### src/rtl/c2_decoder_bcd.sv
// Two's-complement to sign/magnitude/packed-BCD decoder using an iterative double-dabble.
// Optional Hamming-weight output (out_ones) is enabled by defining C2DEC_POPCOUNT_EN.
module c2_decoder_bcd #(
  parameter int WIDTH  = 8,
  parameter int DIGITS = 3
) (
  input  logic                  clk,
  input  logic                  reset,
  input  logic                  in_valid,
  output logic                  in_ready,
  input  logic [WIDTH-1:0]      in_data,
  output logic                  out_valid,
  input  logic                  out_ready,
  output logic                  out_neg,
  output logic [WIDTH-1:0]      out_mag,
  output logic [4*DIGITS-1:0]   out_bcd
`ifdef C2DEC_POPCOUNT_EN
  ,
  output logic [$clog2(WIDTH+1)-1:0] out_ones
`endif
);

  localparam int CNT_W = $clog2(WIDTH + 1);
  localparam int BCD_W = 4 * DIGITS;

  typedef enum logic [1:0] {
    S_IDLE,
    S_LOAD,
    S_SHIFT,
    S_DONE
  } state_t;

  state_t             state;
  logic [WIDTH-1:0]   word_r;
  logic               neg_r;
  logic [WIDTH-1:0]   mag_r;
  logic [WIDTH-1:0]   mag_shift;
  logic [BCD_W-1:0]   bcd_r;
  logic [CNT_W-1:0]   cnt;
  logic [BCD_W-1:0]   bcd_adj;
  logic [WIDTH-1:0]   mag_calc;
`ifdef C2DEC_POPCOUNT_EN
  logic [CNT_W-1:0]   ones_acc;
`endif

  // The most negative word negates to itself, which reads correctly as an unsigned magnitude.
  assign mag_calc = word_r[WIDTH-1] ? (~word_r + WIDTH'(1)) : word_r;

  // NOTE: every variable assigned in always_comb gets a default first, so no latch is inferred.
  always_comb begin
    bcd_adj = bcd_r;
    for (int i = 0; i < DIGITS; i++) begin
      if (bcd_r[4*i +: 4] >= 4'd5) begin
        bcd_adj[4*i +: 4] = bcd_r[4*i +: 4] + 4'd3;
      end
    end
  end

  // NOTE: sequential state uses non-blocking assignments so all registers update from pre-edge values.
  always_ff @(posedge clk) begin
    if (reset) begin
      state     <= S_IDLE;
      in_ready  <= 1'b1;
      out_valid <= 1'b0;
      out_neg   <= 1'b0;
      out_mag   <= '0;
      out_bcd   <= '0;
      word_r    <= '0;
      neg_r     <= 1'b0;
      mag_r     <= '0;
      mag_shift <= '0;
      bcd_r     <= '0;
      cnt       <= '0;
`ifdef C2DEC_POPCOUNT_EN
      out_ones  <= '0;
      ones_acc  <= '0;
`endif
    end else begin
      case (state)
        S_IDLE: begin
          if (in_valid) begin
            word_r   <= in_data;
            in_ready <= 1'b0;
            state    <= S_LOAD;
          end
        end

        S_LOAD: begin
          neg_r     <= word_r[WIDTH-1];
          mag_r     <= mag_calc;
          mag_shift <= mag_calc;
          bcd_r     <= '0;
          cnt       <= CNT_W'(WIDTH);
`ifdef C2DEC_POPCOUNT_EN
          ones_acc  <= '0;
`endif
          state     <= S_SHIFT;
        end

        S_SHIFT: begin
          if (cnt == '0) begin
            // Conversion finished: results become visible only on entry to DONE.
            out_valid <= 1'b1;
            out_neg   <= neg_r;
            out_mag   <= mag_r;
            out_bcd   <= bcd_r;
`ifdef C2DEC_POPCOUNT_EN
            out_ones  <= ones_acc;
`endif
            state     <= S_DONE;
          end else begin
            bcd_r     <= {bcd_adj[BCD_W-2:0], mag_shift[WIDTH-1]};
            mag_shift <= {mag_shift[WIDTH-2:0], 1'b0};
            cnt       <= cnt - 1'b1;
`ifdef C2DEC_POPCOUNT_EN
            // The captured word is no longer needed, so it doubles as the popcount shifter.
            ones_acc  <= ones_acc + CNT_W'(word_r[WIDTH-1]);
            word_r    <= {word_r[WIDTH-2:0], 1'b0};
`endif
          end
        end

        S_DONE: begin
          if (out_ready) begin
            out_valid <= 1'b0;
            in_ready  <= 1'b1;
            state     <= S_IDLE;
          end
        end

        default: begin
          state     <= S_IDLE;
          in_ready  <= 1'b1;
          out_valid <= 1'b0;
        end
      endcase
    end
  end

endmodule

### config.mk
export PLATFORM = sky130hd
export DESIGN_NAME = c2_decoder_bcd
export DESIGN_NICKNAME = d
export VERILOG_FILES = /design/src/rtl/c2_decoder_bcd.sv
export SDC_FILE = /design/constraint.sdc
export NUM_CORES = 1
export LEC_CHECK = 0
export ABC_AREA = 1
export ABC_CLOCK_PERIOD_IN_PS = 2400
export CAP_MARGIN = 10
export CELL_PAD_IN_SITES_DETAIL_PLACEMENT = 0
export CELL_PAD_IN_SITES_GLOBAL_PLACEMENT = 1
export CORE_MARGIN = 5
export CORE_UTILIZATION = 40
export CTS_CLUSTER_DIAMETER = 30
export DETAILED_ROUTE_END_ITERATION = 10
export PLACE_DENSITY_LB_ADDON = 0.1
export SLEW_MARGIN = 10
export SYNTH_ARGS = -nofsm -noshare
export SYNTH_HDL_FRONTEND = slang
export SYNTH_SLANG_ARGS = --single-unit
### constraint.sdc
create_clock -name clk -period 2.4 [get_ports clk]
set_clock_uncertainty 0.2 [all_clocks]
set_input_delay 0.6 -clock clk [delete_from_list [all_inputs] [get_ports clk]]
set_output_delay 0.6 -clock clk [all_outputs]
set_load 0.005 [all_outputs]
Word level (Yosys, flattened, before mapping)
Index checks and enable logic that the tools add are counted. Widths: inputs -> output; s select.

Register bits: 66. Latch bits: 0. Memory bits (writable): 0. ROM bits: 0. Input port bits: 12. Output and inout bits: 23. Word-level logic and storage cells: 59. Memories: 0.

$add $sub $neg: 5. Multiply operators: 0. Divide/modulo/power cells: 0. Order comparisons: 3. Eq/ne operators: 7. Shifts and indexed selects: 0. Multiplexer cells: 20. Bitwise gates (word level): 1. Reductions and logical operators: 11.

Operator list (number): $pmux 12 s2 (1); $mux 8 (2); $pmux 8 s2 (1); $ge 4x3->1 const B (3); $mux 12 (1); $mux 4 (3); $reduce_and 3->1 (3); $add 4x2->4 const B (2); $add 8x1->8 const B (1); $ne 2x2->1 const B (4); $not 8->8 (1); $pmux 2 s4 (1); $pmux 4 s2 (1); $mux 2 (3); $reduce_and 2->1 (3); $reduce_bool 2->1 (3); $eq 2x2->1 const B (2); $logic_not 4->1 (1); $mux 1 (4); $pmux 1 s2 (2); $sub 4x1->4 const B (1); $add 3x2->3 const B (1); $mux 3 (1); $eq 2x1->1 const B (1); $logic_not 2->1 (1).

Longest topological paths before layout
Depth in word-level cells: 4. Gate-level depth with buffers: 11. Gate-level depth less buffers: 9.

Least setup slack after synthesis
No wires, ideal clock.

Path kind: register to register. From: register state[0]. To: register bcd_r[4]. Setup time: 0.117 ns. Arrival time: 1.379 ns. Data required time: 2.083 ns. Setup slack: 0.704 ns. Stages on the path, launching flop included: 11. Path buffers: 2. Period minus slack after synthesis: 1.696 ns. Cell sequence: dfxtp_1 -> inv_1 -> ha_1 -> buf_4 -> inv_1 -> nand2_1 -> nand2_2 -> buf_6 -> inv_4 -> o21ai_0 -> nor2_1.

Word-level cells in the longest chain between the ends: 3. Elaborated cells between the ends (all ways): 6. Classes of those cells: 3 x eq/ne; 1 x mux; 2 x reduce/logical.

Ends and longest elaborated chain: start, declared (RTL line 33) `state_t state;`; start signal, assigned (RTL line 62) `state <= S_IDLE;`; start signal, assigned (RTL line 84) `state <= S_LOAD;`; start signal, assigned (RTL line 97) `state <= S_SHIFT;`; $eq 2x2->1 or $eq 2x1->1 (tied branches) (RTL line 79) `case (state)`; $ne 2x2->1 (no source line) or $reduce_bool 2->1 (tied branches); $reduce_and 2->1 (no source line); end signal, assigned (RTL line 112) `bcd_r <= {bcd_adj[BCD_W-2:0], mag_shift[WIDTH-1]};`; end, declared (RTL line 38) `logic [BCD_W-1:0] bcd_r;`.

Parallel ways exist; a longest one is shown, timed or not. A chain may end at the register's enable or synchronous reset.

Final worst setup path
From: register out_bcd[1]. To: output port out_bcd[1].

RTL lines: start, declared (RTL line 16) `output logic [4*DIGITS-1:0] out_bcd`; start signal, assigned (RTL line 106) `out_bcd <= bcd_r;`.

No word-level cell between the ends.

==> impl_metrics.csv <==
group,metric,value,unit
timing,max_freq,0.503,GHz
status,status,"finished, final reports clean",
place,portBuffers,34,
logic_synthesis,synthSimpleGateAreaFrac,0.210,
detailed_routing,drtAntennaViolNets,0,
setup_path,cp.arrival,1.19,ns
timing,slew_headroom,0.739,
global_route,antenna_found_initial,0,
clocking,numCtsBuffers,9,
cells_and_area,fin_cells,542,
setup_path,end_kind,"primary output",
pwr,p_int,2.35,mW
floorplanning,die_w,96.0,um
logic_synthesis,synth_top_family_by_area,"simple AND/OR/NAND/NOR gates",
setup_path,crit_path_max_fanout,2,
pwr,pwr-share-seq,0.403,
setup_path,crit_chain,"clkdlybuf4s50_1",
timing,hold_violations,0,
setup_path,cp_top_family,"buffers and inverters",
logic_synthesis,synth_seq_cells,66,
setup_path,path_buf_inv,1,
floorplanning,rows,31,
cells_and_area,drive_gt1_frac,0.0790,
pwr,switching_share,0.376,
timing,worst_slew_pin_slew,0.390,ns
setup_path,cp_slowest_cell,"clkdlybuf4s50_1",
detailed_routing,dr.first_iter.drc_count,97,
logic_synthesis,yosysWarnings,0,
cells_and_area,fillCellCount,761,
cells_and_area,mostFrequentLayoutCells,"nand2_1, dfxtp_1, a21oi_1",
floorplanning,ios,35,
floorplanning,dieArea,0.00921,mm2
detailed_routing,post_drt_wl_per_cell,11.9,um
setup_path,slowest_delay,0.52,ns
clocking,clockBufferDepth,2,
timing,final_max_slew_viol_count,0,
clocking,insertion_delay,0.33,ns
detailed_routing,drc,0,
timing,setup_ws,0.412,ns
clocking,htree_num_levels,3,
cells_and_area,regArea,0.00132,mm2
timing,rsz0062_at_grt,"no",
pwr,clkPwrFrac,0.212,
timing,fin_crit_sh,0.828,
hold_path,hp-class,"flop to flop",
cells_and_area,fin_area,0.00361,mm2
timing,tns,0,ns
clocking,cts_tree,"built",
global_route,grt_overflow,0,
place,dp.cells,526,
logic_synthesis,synth_compound_area_frac,0.194,
detailed_routing,m1WireLength,3390,um
logic_synthesis,synth_fa_ha_area_frac,0.0550,
logic_synthesis,ys_seq_area_frac,0.447,
detailed_routing,wl,6440,um
logic_synthesis,synth.top_cell.area_share,0.447,
place,place_congestion,0.785,
detailed_routing,wl_met2,2710,um
cells_and_area,nets,463,
pwr,p_sw,1.42,mW
global_route,track_usage,0.152,
logic_synthesis,ys_types,26,
floorplanning,initial_core_util,0.410,
pwr,vdd_drop_max,0.411,mV
setup_path,cp.required,1.60,ns
clocking,cts-root-buf,"clkbuf_8",
place,placed_area,0.00344,mm2
logic_synthesis,syn_inst,399,
floorplanning,die_y,96.0,um
global_route,grt_max_degree,42,
setup_path,path_class,"flop to primary output",
place,hpwl,4540,um
detailed_routing,dr_wl_met3,267,um
logic_synthesis,synth_xor_area_frac,0.00888,
cells_and_area,area.growth.synth_to_final,22.0,%
clocking,hold_buffers,0,
logic_synthesis,synth_top_cell_by_area,"dfxtp_1",
pwr,comb_power_share,0.385,
pwr,cellLeakagePower,1.43,nW
timing,final-setup-viol-count,0,
detailed_routing,vias,2530,
clocking,post_cts_buffers,0,
logic_synthesis,synthesis.area,0.00296,mm2
cells_and_area,multi_input_area,0.00138,mm2
clocking,cts_resized,0,
setup_path,start_kind,"flop",
detailed_routing,dr.pass1.iters,4,
global_route,grt_pass1_vias,2326,
floorplanning,core_area,0.00721,mm2
detailed_routing,vias_per_cell,4.67,
clocking,cts_sinks,66,
logic_synthesis,syn_nets,424,
logic_synthesis,synth_mux_area_frac,0,
cells_and_area,fin_util,0.500,
pwr,powerDensity,1050,mW/mm2
logic_synthesis,yosys-top-cells-area,"dfxtp_1, nand2_1, a21oi_1",
global_route,grt_first_pass_wirelength,10900,um
place,post-place-ws,0.370,ns
cells_and_area,antenna_cells,0,
timing,min_period,1.99,ns
run,maxCapViolCount,0,
cells_and_area,final_common_cell,"nand2_1",
clocking,clkSlewWorstSetupHoldPaths,0.07,ns
logic_synthesis,syn_avg_cell_area,7.41,um2
detailed_routing,highest_layer,"met4",
[per-stage QoR]
stage,total power [mW],hold slack (ns)
6_report,3.77,0.262
5_1_grt,4.10,0.281
3_3_place_gp,2.99,0.249
4_1_cts,3.83,0.265
2_1_floorplan,2.50,0.236
3_5_place_dp,3.02,0.255
[flip-flops by register name (all words and copies together) (netlist names)]
| name | flops |
|---|---|
| bcd_r | 12 |
| out_bcd | 12 |
| mag_r | 8 |
| mag_shift | 8 |
| out_mag | 8 |
| word_r | 8 |
| cnt | 4 |
| state | 2 |
| in_ready | 1 |
| neg_r | 1 |
| out_neg | 1 |
| out_valid | 1 |
[area by class of cell]
cell class | count | share of cell area
Multi-Input combinational cell | 273 | 0.383
Tap cell | 99 | 0.0343
Clock buffer | 13 | 0.0413
Sequential cell | 66 | 0.366
Clock inverter | 3 | 0.00416
Inverter | 42 | 0.0444
Timing Repair Buffer | 46 | 0.126
[cell families after synthesis]
family / Yosys count
XOR/XNOR: 3
flip-flops: 66
AND/OR/NAND/NOR: 151
adder cells (fa/ha/maj): 13
buffers and inverters: 60
AO/OA/AOI/OAI: 106
[metal layers]
metal  vias up  track usage
li1       1378            -
met1      1105        0.219
met2        42        0.220
met3         5       0.0266
met4         0       0.0675
met5         -            0
[synthesized netlist by cell type (all sizes together)]
library cell  instances
nand2                97
dfxtp                66
a21oi                57
inv                  42
o21ai                39
nor2                 32
nand3                17
ha                   13
buf                   9
clkbuf                9
a31oi                 4
nor3                  4
o211ai                4
xor2                  3
a211oi                1
nand4                 1
o22ai                 1
[power groups by stage]
stage          Combinational (mW)  Clock [mW]  Sequential, mW
2_1_floorplan               0.996           0            1.51
3_3_place_gp                 1.46           0            1.54
3_5_place_dp                 1.48           0            1.54
4_1_cts                      1.48       0.830            1.52
5_1_grt                      1.67       0.876            1.55
6_report                     1.45       0.799            1.52
[path summary, 6_finish.rpt]
| path | slack [ns] | from | cells past startpoint | endpoint |
|---|---|---|---|---|
| worst max-delay path | 0.41 | out_bcd[1] | 1 | out_bcd[1] |
| worst min-delay path | 0.26 | mag_r[2] | 2 | out_mag[2] |
| worst max register to register | 0.48 | state[0] | 8 | bcd_r[5] |
| worst min register to register | 0.26 | mag_r[2] | 2 | out_mag[2] |
[worst reg2reg max path: stages, from the launching register on]
cell	delay, ns
dfxtp_1	0.37
inv_1	0.10
ha_1	0.32
inv_1	0.17
nand2_1	0.08
nand2_2	0.22
buf_4	0.20
nand2_1	0.05
a21oi_1	0.13
Note: power is estimated with default switching activity, not from simulation.
